## src/rtl/noc_output_arbiter.sv

```systemverilog
// noc_output_arbiter: shares one router output link among NUM_IN input FIFOs.
// Round-robin choice between packets, wormhole lock until the tail flit,
// credit-based flow control toward the downstream buffer.
// Optional build macro: NOC_ARB_STATS_EN adds stall_cnt_o, a saturating count
// of cycles in which a request was pending but no credit was available.
module noc_output_arbiter #(
    parameter int NUM_IN  = 5,
    parameter int WIDTH   = 16,
    parameter int CREDITS = 5
) (
    input  logic                    clk,
    input  logic                    rst,
    input  logic [NUM_IN-1:0]       req_valid_i,
    input  logic [NUM_IN*WIDTH-1:0] req_data_i,
    output logic [NUM_IN-1:0]       shift_o,
    output logic [WIDTH-1:0]        data_o,
    output logic                    write_en_o,
    input  logic                    credit_return_i,
    output logic [NUM_IN-1:0]       grant_o,
    output logic                    busy_o
`ifdef NOC_ARB_STATS_EN
    ,
    output logic [15:0]             stall_cnt_o
`endif
);

    localparam int PTR_W = (NUM_IN > 1) ? $clog2(NUM_IN) : 1;
    localparam int CRD_W = $clog2(CREDITS + 1);
    localparam logic [PTR_W-1:0] LAST_PORT = PTR_W'(NUM_IN - 1);
    localparam logic [CRD_W-1:0] CRD_MAX   = CRD_W'(CREDITS);

    typedef enum logic {
        IDLE,
        LOCKED
    } state_t;

    state_t            state_reg, state_next;
    logic [PTR_W-1:0]  rr_ptr_reg, rr_ptr_next;
    logic [PTR_W-1:0]  owner_reg, owner_next;
    logic [CRD_W-1:0]  credits_reg, credits_next;
    logic [WIDTH-1:0]  data_reg;
    logic              write_en_reg;

    logic [WIDTH-1:0]  head [NUM_IN];
    logic [PTR_W-1:0]  rr_sel;
    logic              rr_hit;
    logic [PTR_W-1:0]  sel;
    logic              has_req;
    logic              send;
    logic              sel_tail;

    // Unpack the flat FIFO-head bus into one word per port.
    generate
        for (genvar gi = 0; gi < NUM_IN; gi++) begin : g_head
            assign head[gi] = req_data_i[gi*WIDTH +: WIDTH];
        end
    endgenerate

    // Round-robin scan: first requesting port starting at rr_ptr, wrapping.
    always_comb begin
        int idx;
        rr_sel = rr_ptr_reg;
        rr_hit = 1'b0;
        for (int k = 0; k < NUM_IN; k++) begin
            idx = int'(rr_ptr_reg) + k;
            if (idx >= NUM_IN) begin
                idx = idx - NUM_IN;
            end
            if (!rr_hit && req_valid_i[PTR_W'(idx)]) begin
                rr_sel = PTR_W'(idx);
                rr_hit = 1'b1;
            end
        end
    end

    // Selected port, send decision and the one-hot strobes derived from it.
    always_comb begin
        sel      = (state_reg == LOCKED) ? owner_reg : rr_sel;
        has_req  = (state_reg == LOCKED) ? req_valid_i[owner_reg] : rr_hit;
        send     = !rst && (credits_reg != '0) && has_req;
        sel_tail = head[sel][WIDTH-1];
        shift_o  = '0;
        grant_o  = '0;
        if (send) begin
            shift_o[sel] = 1'b1;
        end
        if (state_reg == LOCKED) begin
            grant_o[owner_reg] = 1'b1;
        end else if (send) begin
            grant_o[sel] = 1'b1;
        end
    end

    // Next-state logic: lock on a non-tail head flit, release on the tail.
    always_comb begin
        state_next  = state_reg;
        rr_ptr_next = rr_ptr_reg;
        owner_next  = owner_reg;
        if (send) begin
            if (sel_tail) begin
                state_next  = IDLE;
                rr_ptr_next = (sel == LAST_PORT) ? '0 : sel + PTR_W'(1);
            end else begin
                state_next = LOCKED;
                owner_next = sel;
            end
        end
    end

    // Credit arithmetic; a simultaneous send and return cancel out.
    always_comb begin
        credits_next = credits_reg;
        if (send && !credit_return_i) begin
            credits_next = credits_reg - CRD_W'(1);
        end else if (!send && credit_return_i && credits_reg != CRD_MAX) begin
            credits_next = credits_reg + CRD_W'(1);
        end
    end

    // FSM, round-robin pointer, owner and credit registers.
    always_ff @(posedge clk) begin
        if (rst) begin
            state_reg   <= IDLE;
            rr_ptr_reg  <= '0;
            owner_reg   <= '0;
            credits_reg <= CRD_MAX;
        end else begin
            state_reg   <= state_next;
            rr_ptr_reg  <= rr_ptr_next;
            owner_reg   <= owner_next;
            credits_reg <= credits_next;
        end
    end

    // Output link register: one cycle from FIFO head to the link.
    always_ff @(posedge clk) begin
        if (rst) begin
            data_reg     <= '0;
            write_en_reg <= 1'b0;
        end else begin
            write_en_reg <= send;
            if (send) begin
                data_reg <= head[sel];
            end
        end
    end

    // A credit return with nothing outstanding means downstream misbehaved.
    always_ff @(posedge clk) begin
        if (!rst) begin
            assert (!(credit_return_i && credits_reg == CRD_MAX));
        end
    end

    assign data_o     = data_reg;
    assign write_en_o = write_en_reg;
    assign busy_o     = (state_reg == LOCKED);

`ifdef NOC_ARB_STATS_EN
    logic [15:0] stall_cnt_reg;

    // Count cycles a request waits only because the credit counter is empty.
    always_ff @(posedge clk) begin
        if (rst) begin
            stall_cnt_reg <= '0;
        end else if (has_req && credits_reg == '0 && stall_cnt_reg != 16'hFFFF) begin
            stall_cnt_reg <= stall_cnt_reg + 16'd1;
        end
    end

    assign stall_cnt_o = stall_cnt_reg;
`endif

endmodule

```

## config.mk

```make
export PLATFORM = sky130hd
export DESIGN_NAME = noc_output_arbiter
export DESIGN_NICKNAME = d
export VERILOG_FILES = /design/src/rtl/noc_output_arbiter.sv
export SDC_FILE = /design/constraint.sdc
export NUM_CORES = 1
export LEC_CHECK = 0
export ABC_AREA = 0
export CORE_ASPECT_RATIO = 1.5
export CORE_MARGIN = 2
export CORE_UTILIZATION = 50
export CTS_CLUSTER_SIZE = 24
export DETAILED_ROUTE_END_ITERATION = 10
export PLACE_DENSITY = 0.83
export SLEW_MARGIN = 15
export SYNTH_ARGS = -nofsm -noshare
export SYNTH_HDL_FRONTEND = slang
export SYNTH_SLANG_ARGS = --single-unit
```

## constraint.sdc

```tcl
create_clock -name clk -period 20.6 [get_ports clk]
set_input_delay 6.18 -clock clk [delete_from_list [all_inputs] [get_ports clk]]
set_output_delay 6.18 -clock clk [all_outputs]
set_load 0.02 [all_outputs]
```

==> flow_summary_export.csv, run 1 <==
group,metric,value,unit
sta,finalCriticalPeriod,16.96,ns
worst_setup_path,cp-end-kind,"output pin",
final_layout,nets,635,
floorplanning,core_area,6490,µm²
detailed_routing,avgViaCountPerCell,6.63,
grt,grt_util_met3,5.62,%
run_status,status,"completed",
sta,hold_violations,0,
power,leakage,1.72,nW
synth,synthTopCellsByArea,"dfxtp_1 (16%), a21oi_1 (5.4%), nor2_1 (4.6%), a311oi_1 (4.4%), mux2_1 (4.0%)",
synth,yosysTopAreaCellShare,16.1,%
worst_setup_path,critPathKind,"input port to output pin",
synth,synth-seq-cells,27,
clock_tree,htree_levels,1,
synth,synth-async-reset-ratio,0,%
floorplanning,num_rows,36,
clock_tree,cts-root-buf,"clkbuf_8",
worst_setup_path,critPathMaxStageDelay,0.68,ns
worst_hold_path,hp-class,"flop to flop",
final_layout,layout.cells.non_filler,610,
sta,max_slew_margin,31.0,%
clock_tree,path_clk_slew,0.11,ns
placed_design,placedCellCount,606,
grt,antenna_found_initial,0,
detailed_routing,routed_wl,12400,µm
worst_setup_path,cp_max_fo,25,
sta,setup_viol,0,
sta,finalCritPeriodShare,82.3,%
grt,grt_max_degree,48,
sta,maxSlewViolCount,0,
sta,rsz0062_at_grt,"no",
worst_setup_path,worst-path-buf-inv,3,
clock_tree,ctsHoldBuffers,0,
synth,syn_area_per_cell,7.54,µm²
worst_setup_path,crit_slowest_cell,"a221oi_4",
detailed_routing,drt_iter0_markers,244,
grt,use_met2,59.1,%
final_layout,drive_above_1_share,7.30,%
synth,synth_flop_cell,"dfxtp_1",
synth,netlist_area,3360,µm²
placed_design,place_area,4490,µm²
power,p_total,0.750,mW
clock_tree,insertion_delay,0.29,ns
placed_design,port_buffers,115,
final_layout,largest_reg_flops,16,
final_layout,stdcell_area,4540,µm²
floorplanning,ios,116,
grt,grt_pass1_vias,4046,
final_layout,num_antenna_cells,0,
worst_setup_path,path_common_cell,"clkdlybuf4s50_1",
placed_design,gp_congestion,1.00,
floorplanning,dieArea,7400,µm²
floorplanning,die_x,70.9,µm
synth,ys_warn_count,0,
clock_tree,clk_path_buf_depth,2,
grt,grt_pass1_wl,19900,µm
final_layout,synthToLayoutAreaGrowth,35.3,%
worst_setup_path,crit_chain,"clkdlybuf4s50_1 > mux2_2 > mux4_2 > a211oi_1 > nor3_1 > a221oi_4 > nor2_2 > inv_4 > nand3_1 > o32ai_1 > clkdlybuf4s50_1",
grt,grt_util_all_layers,33.6,%
placed_design,hpwl,9540,µm
synth,synth_edf_count,0,
clock_tree,cts_tree,"yes",
power,powerDensity,165,nW/µm²
detailed_routing,first_pass_iters,7,
sta,max_slew.worst_pin.slew,1.04,ns
clock_tree,clock-sinks,27,
worst_setup_path,path_delay_family,"buffers and inverters",
worst_setup_path,worstSetupStartpointType,"input port",
floorplanning,start_util,51.7,%
clock_tree,cts_resized,0,
detailed_routing,route.detailed.drc,0,
sta,skew,0.00745,ns
floorplanning,die_y,104,µm
grt,grt_util_met1,33.7,%
run,maxCapViolCount,0,
synth,syn_inst,445,
synth,ys_seq_area_share,16.1,%
synth,synth_area_leader_cell,"dfxtp_1",
synth,synth_cell_types,79,
sta,tns,0,ns
sta,fmax,59.0,MHz
detailed_routing,ant_nets,0,
grt,gr-total-overflow,0,
worst_setup_path,arrival,10.78,ns
grt,busiest_layer,"met2",
clock_tree,post_cts_buffers,0,
clock_tree,numCtsBuffers,3,
power,ir_worst_vdd,0.0000858,V
synth,synth_nets,545,
worst_setup_path,required,14.42,ns
detailed_routing,vias,4043,
detailed_routing,routedWlPerCell,20.3,µm
## worst min-delay path, stage by stage, from the launching register on
cell	delay (ns)
dfxtp_1	0.33
nor2_1	0.09
a311oi_1	0.05
## logic make-up after synthesis
group	Yosys count	share of synthesized area, %
flops	27	16.1
compound gates	159	34.1
xor+xnor	4	1.04
simple gates	155	24.8
mux	33	12.0
buf+inv	55	7.01
fa+ha+maj	12	4.92
## cells in the mapped netlist, types with 9 or more instances
master    count
inv_1        18
nor2b_1       9
mux2i_1      10
o21ai_0      25
clkbuf_1     22
dfxtp_1      27
nand2_1      23
a21oi_1      36
and3_1       17
nor2_1       41
o21ai_1      17
ha_1         10
nor3_1       11
a311oi_1     17
nand3_1      19
mux2_1       12
## layout by cell type, fill, tap and decap left out, types with 4 or more instances in the layout
| cell type | count |
|---|---|
| nand2b_1 | 6 |
| mux4_2 | 4 |
| nand2_1 | 23 |
| a211oi_1 | 4 |
| mux2_1 | 12 |
| a31oi_1 | 7 |
| nor3_1 | 11 |
| buf_4 | 4 |
| inv_1 | 18 |
| nor2_1 | 41 |
| mux2i_1 | 10 |
| o21ai_0 | 25 |
| a311oi_1 | 17 |
| ha_1 | 10 |
| nor2b_1 | 9 |
| o31ai_1 | 5 |
| clkdlybuf4s50_1 | 115 |
| o211ai_1 | 6 |
| o31a_1 | 4 |
| dfxtp_1 | 27 |
| mux2_2 | 7 |
| nand3_1 | 19 |
| o21ai_1 | 17 |
| and3_1 | 17 |
| a21oi_1 | 36 |
## metal layers
layer	routed length (µm)	vias up
met5	0	-
met4	1110	0
met3	868	70
met2	6380	237
met1	4010	1862
li1	-	1874
## through the flow
step                hold WS, ns  utilization [%]  setup slack [ns]
floorplan                 0.509                -              5.05
CTS                       0.506             70.0              3.65
detailed placement        0.491             69.3              3.67
global placement          0.486             69.3              3.84
global route              0.533             70.0              3.31
finish                    0.505             70.0              3.64
## power breakdown
part           internal [mW]  total [mW]  switching (mW)
logic                  0.244       0.616           0.372
registers             0.0743       0.101          0.0267
clock network         0.0138      0.0336          0.0197
## worst paths after layout
| check | from | endpoint | slack [ns] | cells after the start |
|---|---|---|---|---|
| worst min-delay path | data_o[2] | data_o[2] | 0.51 | 2 |
| worst max-delay path | req_valid_i[3] | grant_o[2] | 3.64 | 11 |
| worst min register to register | data_o[2] | data_o[2] | 0.51 | 2 |
| worst max register to register | rr_ptr_reg[0] | rr_ptr_reg[2] | 14.42 | 15 |
## cell type report
| cell class | instances | area (µm²) |
|---|---|---|
| clock buffer | 3 | 41.3 |
| clock inverter | 1 | 7.51 |
| fill | 542 | 1940 |
| inverter | 21 | 81.3 |
| multi-input combinational | 363 | 2590 |
| sequential | 27 | 541 |
| tap | 76 | 95.1 |
| timing repair buffer | 119 | 1180 |
Note: power is estimated with default switching activity, not from simulation.
==> run 2: changes to the inputs <==
--- a/config.mk
+++ b/config.mk
@@ -8,10 +8,10 @@
 export ABC_AREA = 0
 export CORE_ASPECT_RATIO = 1.5
 export CORE_MARGIN = 2
-export CORE_UTILIZATION = 50
+export CORE_UTILIZATION = 47
 export CTS_CLUSTER_SIZE = 24
 export DETAILED_ROUTE_END_ITERATION = 10
-export PLACE_DENSITY = 0.83
+export PLACE_DENSITY = 0.79
 export SLEW_MARGIN = 15
 export SYNTH_ARGS = -nofsm -noshare
 export SYNTH_HDL_FRONTEND = slang
==> constraint.sdc (replaced) <==
create_clock -name clk -period 17.78 [get_ports clk]
set_input_delay 5.334 -clock clk [delete_from_list [all_inputs] [get_ports clk]]
set_output_delay 5.334 -clock clk [all_outputs]
set_load 0.02 [all_outputs]
==> run 2 against run 1 <==
  * Die area is 6.1% higher
  * Global-route usage is 2.1 points lower
  * Wire length is 0.40% lower
  * Clock skew is 0.0047 ns lower
  * Critical path type unchanged
  * Sequential power is 17% higher
  * Largest power group unchanged
==> flow_summary_export.csv, run 2 (same netlist as run 1, synthesis figures left out) <==
group,metric,value,unit
floorplanning,dieArea,7850,µm²
floorplanning,num_rows,37,
floorplanning,start_util,48.6,%
sta,max_slew.worst_pin.slew,1.00,ns
clock_tree,cts_resized,0,
placed_design,gp_congestion,1.06,
sta,maxSlewViolCount,0,
grt,grt_pass1_wl,19100,µm
worst_setup_path,required,12.45,ns
clock_tree,insertion_delay,0.28,ns
final_layout,final_common_cell,"clkdlybuf4s50_1",
clock_tree,clk_path_buf_depth,2,
sta,rsz0062_at_grt,"no",
final_layout,final_cell_mix,"clkdlybuf4s50_1 (115), nor2_1 (41), a21oi_1 (36)",
detailed_routing,drt_iter0_markers,161,
clock_tree,clock-sinks,27,
final_layout,largest_reg_flops,16,
detailed_routing,routedWlPerCell,20.1,µm
worst_setup_path,critPathKind,"input port to output pin",
detailed_routing,routed_wl,12300,µm
grt,grt_util_all_layers,31.5,%
detailed_routing,vias,3943,
sta,skew,0.00277,ns
sta,setup_viol,0,
final_layout,fillCellCount,615,
final_layout,num_antenna_cells,0,
power,ir_worst_vdd,0.0000926,V
detailed_routing,first_pass_iters,5,
final_layout,stdcell_area,4550,µm²
floorplanning,ios,116,
power,powerDensity,191,nW/µm²
sta,fmax,65.3,MHz
run_status,status,"completed",
clock_tree,htree_levels,1,
detailed_routing,avgViaCountPerCell,6.43,
worst_setup_path,arrival,9.97,ns
placed_design,hpwl,9600,µm
detailed_routing,route.detailed.drc,0,
grt,grt_max_degree,48,
final_layout,drive_above_1_share,7.48,%
floorplanning,die_y,107,µm
clock_tree,cts-root-buf,"clkbuf_8",
grt,grt_pass1_vias,3839,
floorplanning,core_area,6900,µm²
sta,max_slew_margin,33.1,%
final_layout,layout.cells.non_filler,613,
sta,finalCritPeriodShare,86.1,%
clock_tree,path_clk_slew,0.10,ns
placed_design,placedCellCount,609,
detailed_routing,ant_nets,0,
power,leakage,1.72,nW
grt,antenna_found_initial,0,
sta,hold_violations,0,
sta,finalCriticalPeriod,15.31,ns
worst_hold_path,hp-class,"flop to flop",
clock_tree,ctsHoldBuffers,0,
placed_design,place_area,4500,µm²
clock_tree,post_cts_buffers,0,
worst_setup_path,cp_max_fo,25,
floorplanning,die_x,73.0,µm
final_layout,nets,636,
sta,tns,0,ns
placed_design,port_buffers,115,
worst_setup_path,cp-end-kind,"output pin",
worst_setup_path,worstSetupStartpointType,"input port",
grt,gr-total-overflow,0,
clock_tree,numCtsBuffers,3,
final_layout,synthToLayoutAreaGrowth,35.6,%
clock_tree,cts_tree,"yes",
run,maxCapViolCount,0,
[run 2: cell count changes in the layout (fill, tap and decap cells not counted)]
cell / change
buf_4: +1
[run 2: path summary, 6_finish.rpt]
check	depth (start not counted)	slack, ns	startpoint	to
hold / removal	2	0.50	data_o[12]	data_o[12]
setup reg to reg	16	11.56	rr_ptr_reg[0]	credits_reg[2]
setup / recovery	13	2.47	req_valid_i[3]	grant_o[1]
hold reg to reg	2	0.50	data_o[12]	data_o[12]
[run 2: report_power, final]
part	switching, mW	leakage (nW)	internal [mW]	total [mW]
clock	0.0215	0.0217	0.0160	0.0375
combinational	0.430	1.48	0.285	0.715
sequential	0.0317	0.223	0.0861	0.118
total	0.483	1.72	0.387	0.870
[run 2: stage by stage]
step	power, mW	setup WS (ns)	util, %	hold slack (ns)
finish	0.870	2.47	66.0	0.501
CTS	0.864	2.54	66.0	0.506
global placement	0.817	2.75	65.3	0.485
floorplan	0.622	3.92	-	0.509
global route	0.940	2.17	66.0	0.520
detailed placement	0.823	2.56	65.3	0.492
[run 2: metal layers]
metal	up-vias	routed length (µm)	global-route usage (%)
li1	1879	-	-
met1	1850	4400	32.4
met2	171	6420	56.9
met3	43	684	4.87
met4	0	818	20.4
met5	-	0	0
[run 2: final cells by class]
cell class	instances	area [µm²]	share of cell area, %
Sequential cell	27	541	11.9
Inverter	21	81.3	1.79
Clock buffer	3	41.3	0.907
Timing Repair Buffer	120	1190	26.1
Clock inverter	1	7.51	0.165
Multi-Input combinational cell	363	2590	57.0
Tap cell	78	97.6	2.14
[run 2: worst max-delay path, stage by stage]
cell and delay, ns:
clkdlybuf4s50_1 0.66, mux2_2 0.24, or3_1 0.10, o221ai_1 0.15
o21ai_0 0.71, a21oi_1 0.12, a31oi_1 0.36, a221oi_4 0.22
nor2_2 0.84, nand2_1 0.20, nor3_1 0.24, mux2_2 0.19
clkdlybuf4s50_1 0.60
==> run 3: changes to the inputs <==
--- a/config.mk
+++ b/config.mk
@@ -6,12 +6,14 @@
 export NUM_CORES = 1
 export LEC_CHECK = 0
 export ABC_AREA = 0
+export CAP_MARGIN = 20
 export CORE_ASPECT_RATIO = 1.5
 export CORE_MARGIN = 2
 export CORE_UTILIZATION = 47
 export CTS_CLUSTER_SIZE = 24
 export DETAILED_ROUTE_END_ITERATION = 10
 export PLACE_DENSITY = 0.79
+export SKIP_CTS_REPAIR_TIMING = 1
 export SLEW_MARGIN = 15
 export SYNTH_ARGS = -nofsm -noshare
 export SYNTH_HDL_FRONTEND = slang
==> results of run 3 <==
Same layout as run 2: the final DEF is identical, and so are final timing and power.
==> edit, RTL diff (flow settings as in run 3) <==
The option `NOC_ARB_STATS_EN` is turned on by a define.
--- a/src/rtl/noc_output_arbiter.sv
+++ b/src/rtl/noc_output_arbiter.sv
@@ -3,6 +3,8 @@
 // credit-based flow control toward the downstream buffer.
 // Optional build macro: NOC_ARB_STATS_EN adds stall_cnt_o, a saturating count
 // of cycles in which a request was pending but no credit was available.
+`define NOC_ARB_STATS_EN
+
 module noc_output_arbiter #(
     parameter int NUM_IN  = 5,
     parameter int WIDTH   = 16,
Function (old outputs only; new: stall_cnt_o): kept (Yosys induction, for registers that start in step).
==> edit against run 3 <==
  * Cell area is 19% higher
  * Worst setup slack better by 0.41 ns
  * Sequential power is 29% higher
  * Global-route usage down 3.3 points
  * Synthesized cell count increased by 16%
  * Synthesized area increased by 18%
  * Routed wire length up 11%
  * Clock skew is 0.0038 ns higher
  * Sequential cell count grew 16
  * Power is 19% higher
  * Combinational power is 11% higher
  * Critical path type unchanged
  * Largest cell class unchanged
  * Highest routed layer unchanged
==> edit: results (changes against run 3) <==
{| class="wikitable"
! Metric !! Value
|-
| Register clock-pin slew on the reported worst setup and hold paths || 0.06 ns (was 0.10 ns)
|-
| DR WL met2 || 7382 um (was 6416 um)
|-
| Worst Clk Skew || 0.006610 ns (was 0.002773 ns)
|-
| Instance count along the most critical hold path || 1 (was 2)
|-
| Result of the run || complete, no violations (unchanged)
|-
| Worst Reg2Reg Path Length in Cells || 15 (was 16)
|-
| Worst supply voltage drop on vdd || 0.0001243 V (was 0.00009259 V)
|-
| Ratio of cells with drive above 1 in the final layout || 7.029% (was 7.477%)
|-
| Clock share of power || 8.6% (was 4.3%)
|-
| Wire length of the first global-routing pass || 20360 um (was 19070 um)
|-
| Total met3 wirelength after detailed routing || 608 um (was 684 um)
|-
| GRT Util Overall || 28.21% (was 31.51%)
|-
| Met1 Wirelength || 5057 um (was 4396 um)
|-
| Fraction of standard cell area that is sequential || 15.87% (was 11.87%)
|-
| Drt via density || 6.115 (was 6.432)
|-
| Buffer type at the clock tree root || sky130_fd_sc_hd__clkbuf_16 (was sky130_fd_sc_hd__clkbuf_8)
|-
| Proportion of cell area occupied by multi-input gates || 52.68% (was 57.01%)
|-
| #MultiIn Comb || 419 (was 363)
|-
| Cell area power density || 190.6 nW/um^2 (was 191.2 nW/um^2)
|-
| Largest fanout on the critical path || 18 (was 25)
|-
| Sequential cell area fraction in the yosys report || 21.78% (was 16.11%)
|-
| Number of standard cells after synthesis || 515 (was 445)
|-
| Number of buffers outside the clock class in the layout || 138 (was 120)
|-
| Synth top cells by count || 66 x sky130_fd_sc_hd__nand2_1, 44 x sky130_fd_sc_hd__nor2_1, 43 x sky130_fd_sc_hd__dfxtp_1 (was 41 x sky130_fd_sc_hd__nor2_1, 36 x sky130_fd_sc_hd__a21oi_1, 27 x sky130_fd_sc_hd__dfxtp_1)
|-
| Maximum single-stage delay on the critical path || 0.62 ns (was 0.84 ns)
|-
| Leakage || 2.006 nW (was 1.720 nW)
|-
| Portion of the layout cell area used by non-clock buffers || 25.14% (was 26.11%)
|-
| Met3 routing resource usage after global routing || 3.246% (was 4.869%)
|-
| Placed instance count || 724 (was 609)
|-
| ClkCell Share || 2.606% (was 1.072%)
|-
| Number of clock buffers inserted by TritonCTS || 5 (was 3)
|-
| Post-synthesis net count || 616 (was 545)
|-
| Setup Slack @ Placement || 2.979 ns (was 2.564 ns)
|}
==> edit: final timing paths <==
path,slack [ns],to,start
max,2.89,grant_o[4],req_valid_i[3]
min reg2reg,0.48,data_o[3]$_SDFFE_PP0P_,data_o[3]$_SDFFE_PP0P_
min,0.48,data_o[3]$_SDFFE_PP0P_,data_o[3]$_SDFFE_PP0P_
max reg2reg,11.83,owner_reg[0]$_SDFFE_PP0P_,rr_ptr_reg[1]$_SDFFE_PP0P_
==> edit: stage by stage <==
stage | util, % | area, um^2
after floorplan | - | 3953
after global placement | 63.49 | 5276
after detailed placement | 63.49 | 5276
after CTS | 65.19 | 5418
after global routing | 65.28 | 5425
final | 65.28 | 5425
==> edit: kinds of logic after synthesis <==
kind of cell	after synthesis	share of synthesized area, %
AND/OR/NAND/NOR	201	24.85
XOR/XNOR	19	4.210
multiplexers	29	8.294
flip-flops	43	21.78
adder cells (fa/ha/maj)	13	4.495
buffers and inverters	53	5.919
AO/OA/AOI/OAI	157	30.45
